**config.mk**
```make
export PLATFORM = sky130hd
export DESIGN_NAME = uart_rx_os
export DESIGN_NICKNAME = d
export VERILOG_FILES = /design/src/rtl/uart_rx_os.sv
export SDC_FILE = /design/constraint.sdc
export NUM_CORES = 1
export LEC_CHECK = 0
export BUFFER_PORTS_ARGS = -buffer_cell sky130_fd_sc_hd__buf_2
export CAP_MARGIN = 20
export CELL_PAD_IN_SITES_DETAIL_PLACEMENT = 1
export CELL_PAD_IN_SITES_GLOBAL_PLACEMENT = 1
export CORE_ASPECT_RATIO = 1.2
export CORE_MARGIN = 1
export CORE_UTILIZATION = 47
export DETAILED_ROUTE_END_ITERATION = 8
export PLACE_DENSITY = 0.78
export RECOVER_POWER = 25
export SLEW_MARGIN = 20
export SYNTH_ARGS = -nofsm -noshare
export SYNTH_HDL_FRONTEND = slang
export SYNTH_SLANG_ARGS = --single-unit
```
**constraint.sdc**
```tcl
create_clock -name sysclk_in -period 2.45 [get_ports sysclk_in]
set_input_delay 0.245 -clock sysclk_in [delete_from_list [all_inputs] [get_ports sysclk_in]]
set_output_delay 0.245 -clock sysclk_in [all_outputs]
set_load 0.05 [all_outputs]
```
**src/rtl/uart_rx_os.sv**
```systemverilog
// Oversampling UART receiver: 2-flop synchronizer, start validation, 3-sample majority per bit.
// Completed frames report as one-cycle valid/framing/parity pulses; rx_data_out holds the last frame.
module uart_rx_os #(
  parameter int CLK_DIV      = 4,
  parameter int OVERSAMPLING = 8,
  parameter int DATA_BITS    = 8,
  parameter int PARITY_EN    = 0,
  parameter int PARITY_ODD   = 0
) (
  input  logic                 sysclk_in,
  input  logic                 nrst_in,
  input  logic                 rx_serial_in,
  output logic [DATA_BITS-1:0] rx_data_out,
  output logic                 rx_valid_out,
  output logic                 rx_busy_out,
  output logic                 rx_frame_err_out,
  output logic                 rx_parity_err_out
);

  localparam int DIV_W = (CLK_DIV > 1) ? $clog2(CLK_DIV) : 1;
  localparam int OS_W  = $clog2(OVERSAMPLING);
  localparam int BIT_W = $clog2(DATA_BITS);
  localparam int OS_H  = OVERSAMPLING / 2;

  typedef enum logic [2:0] {S_IDLE, S_START, S_DATA, S_PARITY, S_STOP, S_BREAK} state_t;

  state_t               state_q, state_d;
  logic                 sync1_q, sync1_d;
  logic                 rxs_q, rxs_d;
  logic                 rxs_dly_q, rxs_dly_d;
  logic [DIV_W-1:0]     div_q, div_d;
  logic [OS_W-1:0]      s_q, s_d;
  logic [BIT_W-1:0]     bit_q, bit_d;
  logic [1:0]           smp_q, smp_d;
  logic [DATA_BITS-1:0] shreg_q, shreg_d;
  logic                 perr_q, perr_d;
  logic [DATA_BITS-1:0] data_q, data_d;
  logic                 valid_q, valid_d;
  logic                 ferr_q, ferr_d;
  logic                 perr_pls_q, perr_pls_d;

  logic            tick, wrap, decide, maj;
  logic [OS_W-1:0] s_nxt;

  always_comb begin
    state_d    = state_q;
    sync1_d    = rx_serial_in;
    rxs_d      = sync1_q;
    rxs_dly_d  = rxs_q;
    div_d      = div_q;
    s_d        = s_q;
    bit_d      = bit_q;
    smp_d      = smp_q;
    shreg_d    = shreg_q;
    perr_d     = perr_q;
    data_d     = data_q;
    valid_d    = 1'b0;
    ferr_d     = 1'b0;
    perr_pls_d = 1'b0;

    // Sample points are named by the index value the tick moves s to.
    tick   = (div_q == DIV_W'(CLK_DIV - 1));
    s_nxt  = (s_q == OS_W'(OVERSAMPLING - 1)) ? '0 : s_q + 1'b1;
    wrap   = tick && (s_q == OS_W'(OVERSAMPLING - 1));
    decide = tick && (s_nxt == OS_W'(OS_H + 1));
    maj    = (smp_q[0] & smp_q[1]) | (smp_q[0] & rxs_q) | (smp_q[1] & rxs_q);

    if (state_q != S_IDLE && state_q != S_BREAK) begin
      div_d = tick ? '0 : div_q + 1'b1;
      if (tick) s_d = s_nxt;
      if (tick && s_nxt == OS_W'(OS_H - 1)) smp_d[0] = rxs_q;
      if (tick && s_nxt == OS_W'(OS_H))     smp_d[1] = rxs_q;
    end

    case (state_q)
      S_IDLE: begin
        if (rxs_dly_q && !rxs_q) begin
          state_d = S_START;
          div_d   = '0;
          s_d     = '0;
        end
      end
      S_START: begin
        if (decide && maj) begin
          state_d = S_IDLE;
        end else if (wrap) begin
          state_d = S_DATA;
          bit_d   = '0;
          perr_d  = 1'b0;
        end
      end
      S_DATA: begin
        if (decide) shreg_d = {maj, shreg_q[DATA_BITS-1:1]};
        if (wrap) begin
          if (bit_q == BIT_W'(DATA_BITS - 1)) state_d = (PARITY_EN != 0) ? S_PARITY : S_STOP;
          else                                 bit_d   = bit_q + 1'b1;
        end
      end
      S_PARITY: begin
        if (decide) perr_d = (^shreg_q) ^ maj ^ 1'(PARITY_ODD);
        if (wrap)   state_d = S_STOP;
      end
      S_STOP: begin
        // Decided mid-bit so a back-to-back start edge is seen from IDLE.
        if (decide) begin
          data_d     = shreg_q;
          perr_pls_d = perr_q;
          if (maj) begin
            valid_d = !perr_q;
            state_d = S_IDLE;
          end else begin
            ferr_d  = 1'b1;
            state_d = S_BREAK;
          end
        end
      end
      S_BREAK: begin
        if (rxs_q) state_d = S_IDLE;
      end
      default: state_d = S_IDLE;
    endcase
  end

  always_ff @(posedge sysclk_in or negedge nrst_in) begin
    if (!nrst_in) begin
      state_q    <= S_IDLE;
      sync1_q    <= 1'b1;
      rxs_q      <= 1'b1;
      rxs_dly_q  <= 1'b1;
      div_q      <= '0;
      s_q        <= '0;
      bit_q      <= '0;
      smp_q      <= '0;
      shreg_q    <= '0;
      perr_q     <= 1'b0;
      data_q     <= '0;
      valid_q    <= 1'b0;
      ferr_q     <= 1'b0;
      perr_pls_q <= 1'b0;
    end else begin
      state_q    <= state_d;
      sync1_q    <= sync1_d;
      rxs_q      <= rxs_d;
      rxs_dly_q  <= rxs_dly_d;
      div_q      <= div_d;
      s_q        <= s_d;
      bit_q      <= bit_d;
      smp_q      <= smp_d;
      shreg_q    <= shreg_d;
      perr_q     <= perr_d;
      data_q     <= data_d;
      valid_q    <= valid_d;
      ferr_q     <= ferr_d;
      perr_pls_q <= perr_pls_d;
    end
  end

  assign rx_data_out       = data_q;
  assign rx_valid_out      = valid_q;
  assign rx_busy_out       = (state_q != S_IDLE);
  assign rx_frame_err_out  = ferr_q;
  assign rx_parity_err_out = perr_pls_q;

endmodule

```
==> impl_metrics.yaml <==
place:
  place_area_um2: 1840
  portBuffers: 14
  gp_congestion: 0.813
  place_inst: 191
  hpwl_mm: 2.56
outcome:
  status: "complete, but fails checks"
  violations: "max-capacitance violations, max-slew violations"
cts:
  clk_latency_ps: 290
  cts_tree: "built"
  cts-hold-fix-buffers: 0
  h-tree-depth: 2
  post_cts.repair.setup_buffers: 0
  clockBufferDepth: 2
  cts_resized: 0
  cts_made_buffers: 5
  cts_sinks: 36
  clk_pin_slew_ps: 70
  cts-root-buf: "clkbuf_8"
synth:
  synth_top_area_share_pct: 47.4
  synth.avg_cell_area_um2: 12.1
  syn_area_um2: 1740
  synth_seq_cells: 36
  netlist_instances: 144
  ys_seq_area_share_pct: 51.9
  synth_area_leaders: "dfrtp_1 47%, mux2_2 12%, ha_1 5.7%, dfstp_2 4.5%, xnor2_1 3.0%"
  syn-num-nets: 155
  ys_warn_count: 0
  yosys.area.top_type: "dfrtp_1"
  synth_cell_types: 37
route:
  wl_mm: 3.56
  vias: 1156
  post-route-drc-count: 0
  wl_per_cell_um: 18.0
  drt_iter0_drc: 23
  dr.pass1.iters: 4
  vias_per_cell: 5.84
  postRouteAntennaNets: 0
floorplan:
  dieArea_um2: 3960
  rows: 23
  io_pins: 15
  fp.dieH_um: 68.7
  fp.dieW_um: 57.6
  start_util_pct: 50.5
  core_um2: 3450
global_route:
  grt_use_met3_pct: 5.41
  track_usage_pct: 21.0
  grt_pass1_vias: 1235
  grt_max_degree: 37
  grt_pass1_wl_mm: 5.87
  grt_busiest_layer: "met2"
  grt-ovfl-total: 0
  met1_usage_pct: 21.2
  globalRouteMet2Util_pct: 40.1
  antenna_found_initial: 0
timing:
  final.setup.tns_ps: 0
  rsz0062_at_grt: "false"
  skew_ps: 5.46
  hold_viol: 0
  fin_crit_ps: 2060
  setup_viol: 0
  max_slew_margin_pct: -26.3
  post-route-period-util_pct: 84.0
  worstMarginPinSlew_ps: 1890
  fmax_mhz: 486
  drv_slew: 37
setup_path:
  end_kind: "register"
  r2r_cells: 6
  reg2reg_slack_ps: 390
  crit-reg2reg-launch: "s_q[0]$_DFF_PN0_"
  cpMostUsedCell: "ha_1"
  cp-start-kind: "register"
  cp_slowest_stage_delay_ps: 420
  path_cells: "ha_1 > ha_1 > and3_1 > a21oi_2 > o21ai_2 > mux2_2"
  arrival_ps: 2230
  reg2reg_to: "bit_q[0]$_DFFE_PN0P_"
  critPathLaunch: "s_q[0]$_DFF_PN0_"
  cp_slowest_cell: "dfrtp_1"
  path_max_fanout: 6
  endpoint: "bit_q[0]$_DFFE_PN0P_"
  critPathKind: "register to register"
  required_ps: 2620
power_and_ir_drop:
  combPwrFrac_pct: 29.9
  leakage_uw: 0.000952
  ir_worst_vdd_mv: 0.501
  p_int_uw: 1080
  power_density_nw_per_um2: 875
  switching_share_pct: 35.6
  p_sw_uw: 596
  power_uw: 1670
  pwr-share-seq_pct: 46.6
  p_clk_share_pct: 23.4
hold_path:
  hold_class: "primary input to register"
layout:
  final_area_um2: 1910
  fill_cells: 373
  nets: 172
  num_antenna_cells: 0
  fin_util_pct: 55.4
  instances_no_fill: 198
  area_delta_synth_final_pct: 9.76
  post_route_cells_drive_above_1_share_pct: 29.2
run:
  max_cap_viol_count: 1
-- metrics by stage --
step                      hold WS, ps  setup WS, ps
after floorplan                 -50.6           571
after global placement            346           508
after detailed placement          347           415
after CTS                        47.5           383
after global routing             40.9           244
final                            56.5           392
-- sequential cells by signal, indices dropped and copies added, names as in the netlist --
| register | cells |
|---|---|
| rx_frame_err_out | 1 |
| smp_q | 2 |
| rxs_dly_d | 1 |
| rx_data_out | 8 |
| rx_parity_err_out | 1 |
| perr_q | 1 |
| s_q | 3 |
| div_q | 2 |
| rxs_d | 1 |
| bit_q | 3 |
| rx_valid_out | 1 |
| state_q | 3 |
| rxs_dly_q | 1 |
| shreg_q | 8 |
-- cell families after synthesis --
kind of cell	count (synthesis)	share of synthesized area, %
AND/OR/NAND/NOR	37	11.2
flip-flops	36	51.9
multiplexers	24	15.1
AO/OA/AOI/OAI	19	7.75
buffers and inverters	11	2.80
adder cells (fa/ha/maj)	9	6.39
XOR/XNOR	8	4.81
-- per-layer routing --
metal,vias to the layer above,wire (um)
li1,534,-
met1,588,1400
met2,23,1950
met3,11,118
met4,0,93
met5,-,0
-- power groups by stage --
stage               combinational [uW]  clock (uW)  sequential [uW]
floorplan                          428           0              736
global placement                   467           0              779
detailed placement                 504           0              790
CTS                                507         404              779
global route                       569         424              794
finish                             501         392              780
-- cell usage after synthesis --
| cell | instances |
|---|---|
| or3_1 | 3 |
| xnor3_1 | 1 |
| nand2_1 | 10 |
| nor2_1 | 11 |
| nand4_1 | 1 |
| buf_2 | 3 |
| mux2_1 | 1 |
| mux2i_1 | 5 |
| nor3b_1 | 2 |
| a311o_1 | 1 |
| a32oi_1 | 1 |
| a21o_1 | 1 |
| a21oi_2 | 1 |
| ha_1 | 8 |
| and3_1 | 1 |
| nor4_1 | 1 |
| o21ai_2 | 2 |
| dfstp_2 | 3 |
| nor3b_2 | 1 |
| a2bb2oi_1 | 1 |
| inv_1 | 7 |
| o311ai_0 | 1 |
| xor2_1 | 1 |
| a31oi_1 | 1 |
| a21oi_1 | 5 |
| maj3_2 | 1 |
| nand3_4 | 1 |
| dfrtp_1 | 33 |
| o211ai_1 | 2 |
| buf_4 | 1 |
| o21ai_0 | 2 |
| nand2b_1 | 2 |
| o2111ai_1 | 1 |
| xnor2_1 | 6 |
| nor3_1 | 3 |
| mux2_2 | 18 |
| nand2_2 | 1 |
-- cells in the final DEF, fill, tap and decap left out, types with 3 or more instances in the layout --
master    instances
xnor2_1           6
nand2_1          10
clkbuf_8          5
dfrtp_1          33
mux2_2           18
inv_1             7
buf_2            13
nor3_1            3
a21oi_1           5
dfstp_2           3
or3_1             3
nor2_1           11
mux2i_1           5
ha_1              8
-- worst max-delay path, delay by kind of cell, from the launching register on --
| family | cells | cell delay, ps |
|---|---|---|
| DFF | 1 | 420 |
| AOI/OAI and AO/OA | 2 | 370 |
| muxes | 1 | 290 |
| adders and majority gates | 2 | 550 |
| and+or+nand+nor | 1 | 300 |
-- how the worst min path moves through the flow --
stage	slack (ps)	from	endpoint	depth (start not counted)
final	60	rx_serial_in	rxs_d$_DFF_PN1_	1
after detailed placement	350	rxs_d$_DFF_PN1_	rxs_dly_d$_DFF_PN1_	0
after floorplan	-50	nrst_in	bit_q[0]$_DFFE_PN0P_	0
after global routing	40	rx_serial_in	rxs_d$_DFF_PN1_	1
after global placement	350	nrst_in	s_q[2]$_DFF_PN0_	1
after CTS	50	rx_serial_in	rxs_d$_DFF_PN1_	1
-- area by class of cell --
cell class | instances | area, um2 | area share (%)
clock buffers | 6 | 72.6 | 3.79
repair buffers | 14 | 68.8 | 3.60
well taps | 37 | 46.3 | 2.42
flip-flops and latches | 36 | 905 | 47.3
inverters | 7 | 26.3 | 1.37
clock inverters | 1 | 5.00 | 0.262
multi-input cells | 97 | 790 | 41.3
No activity file was read; power rests on OpenSTA's default activity.
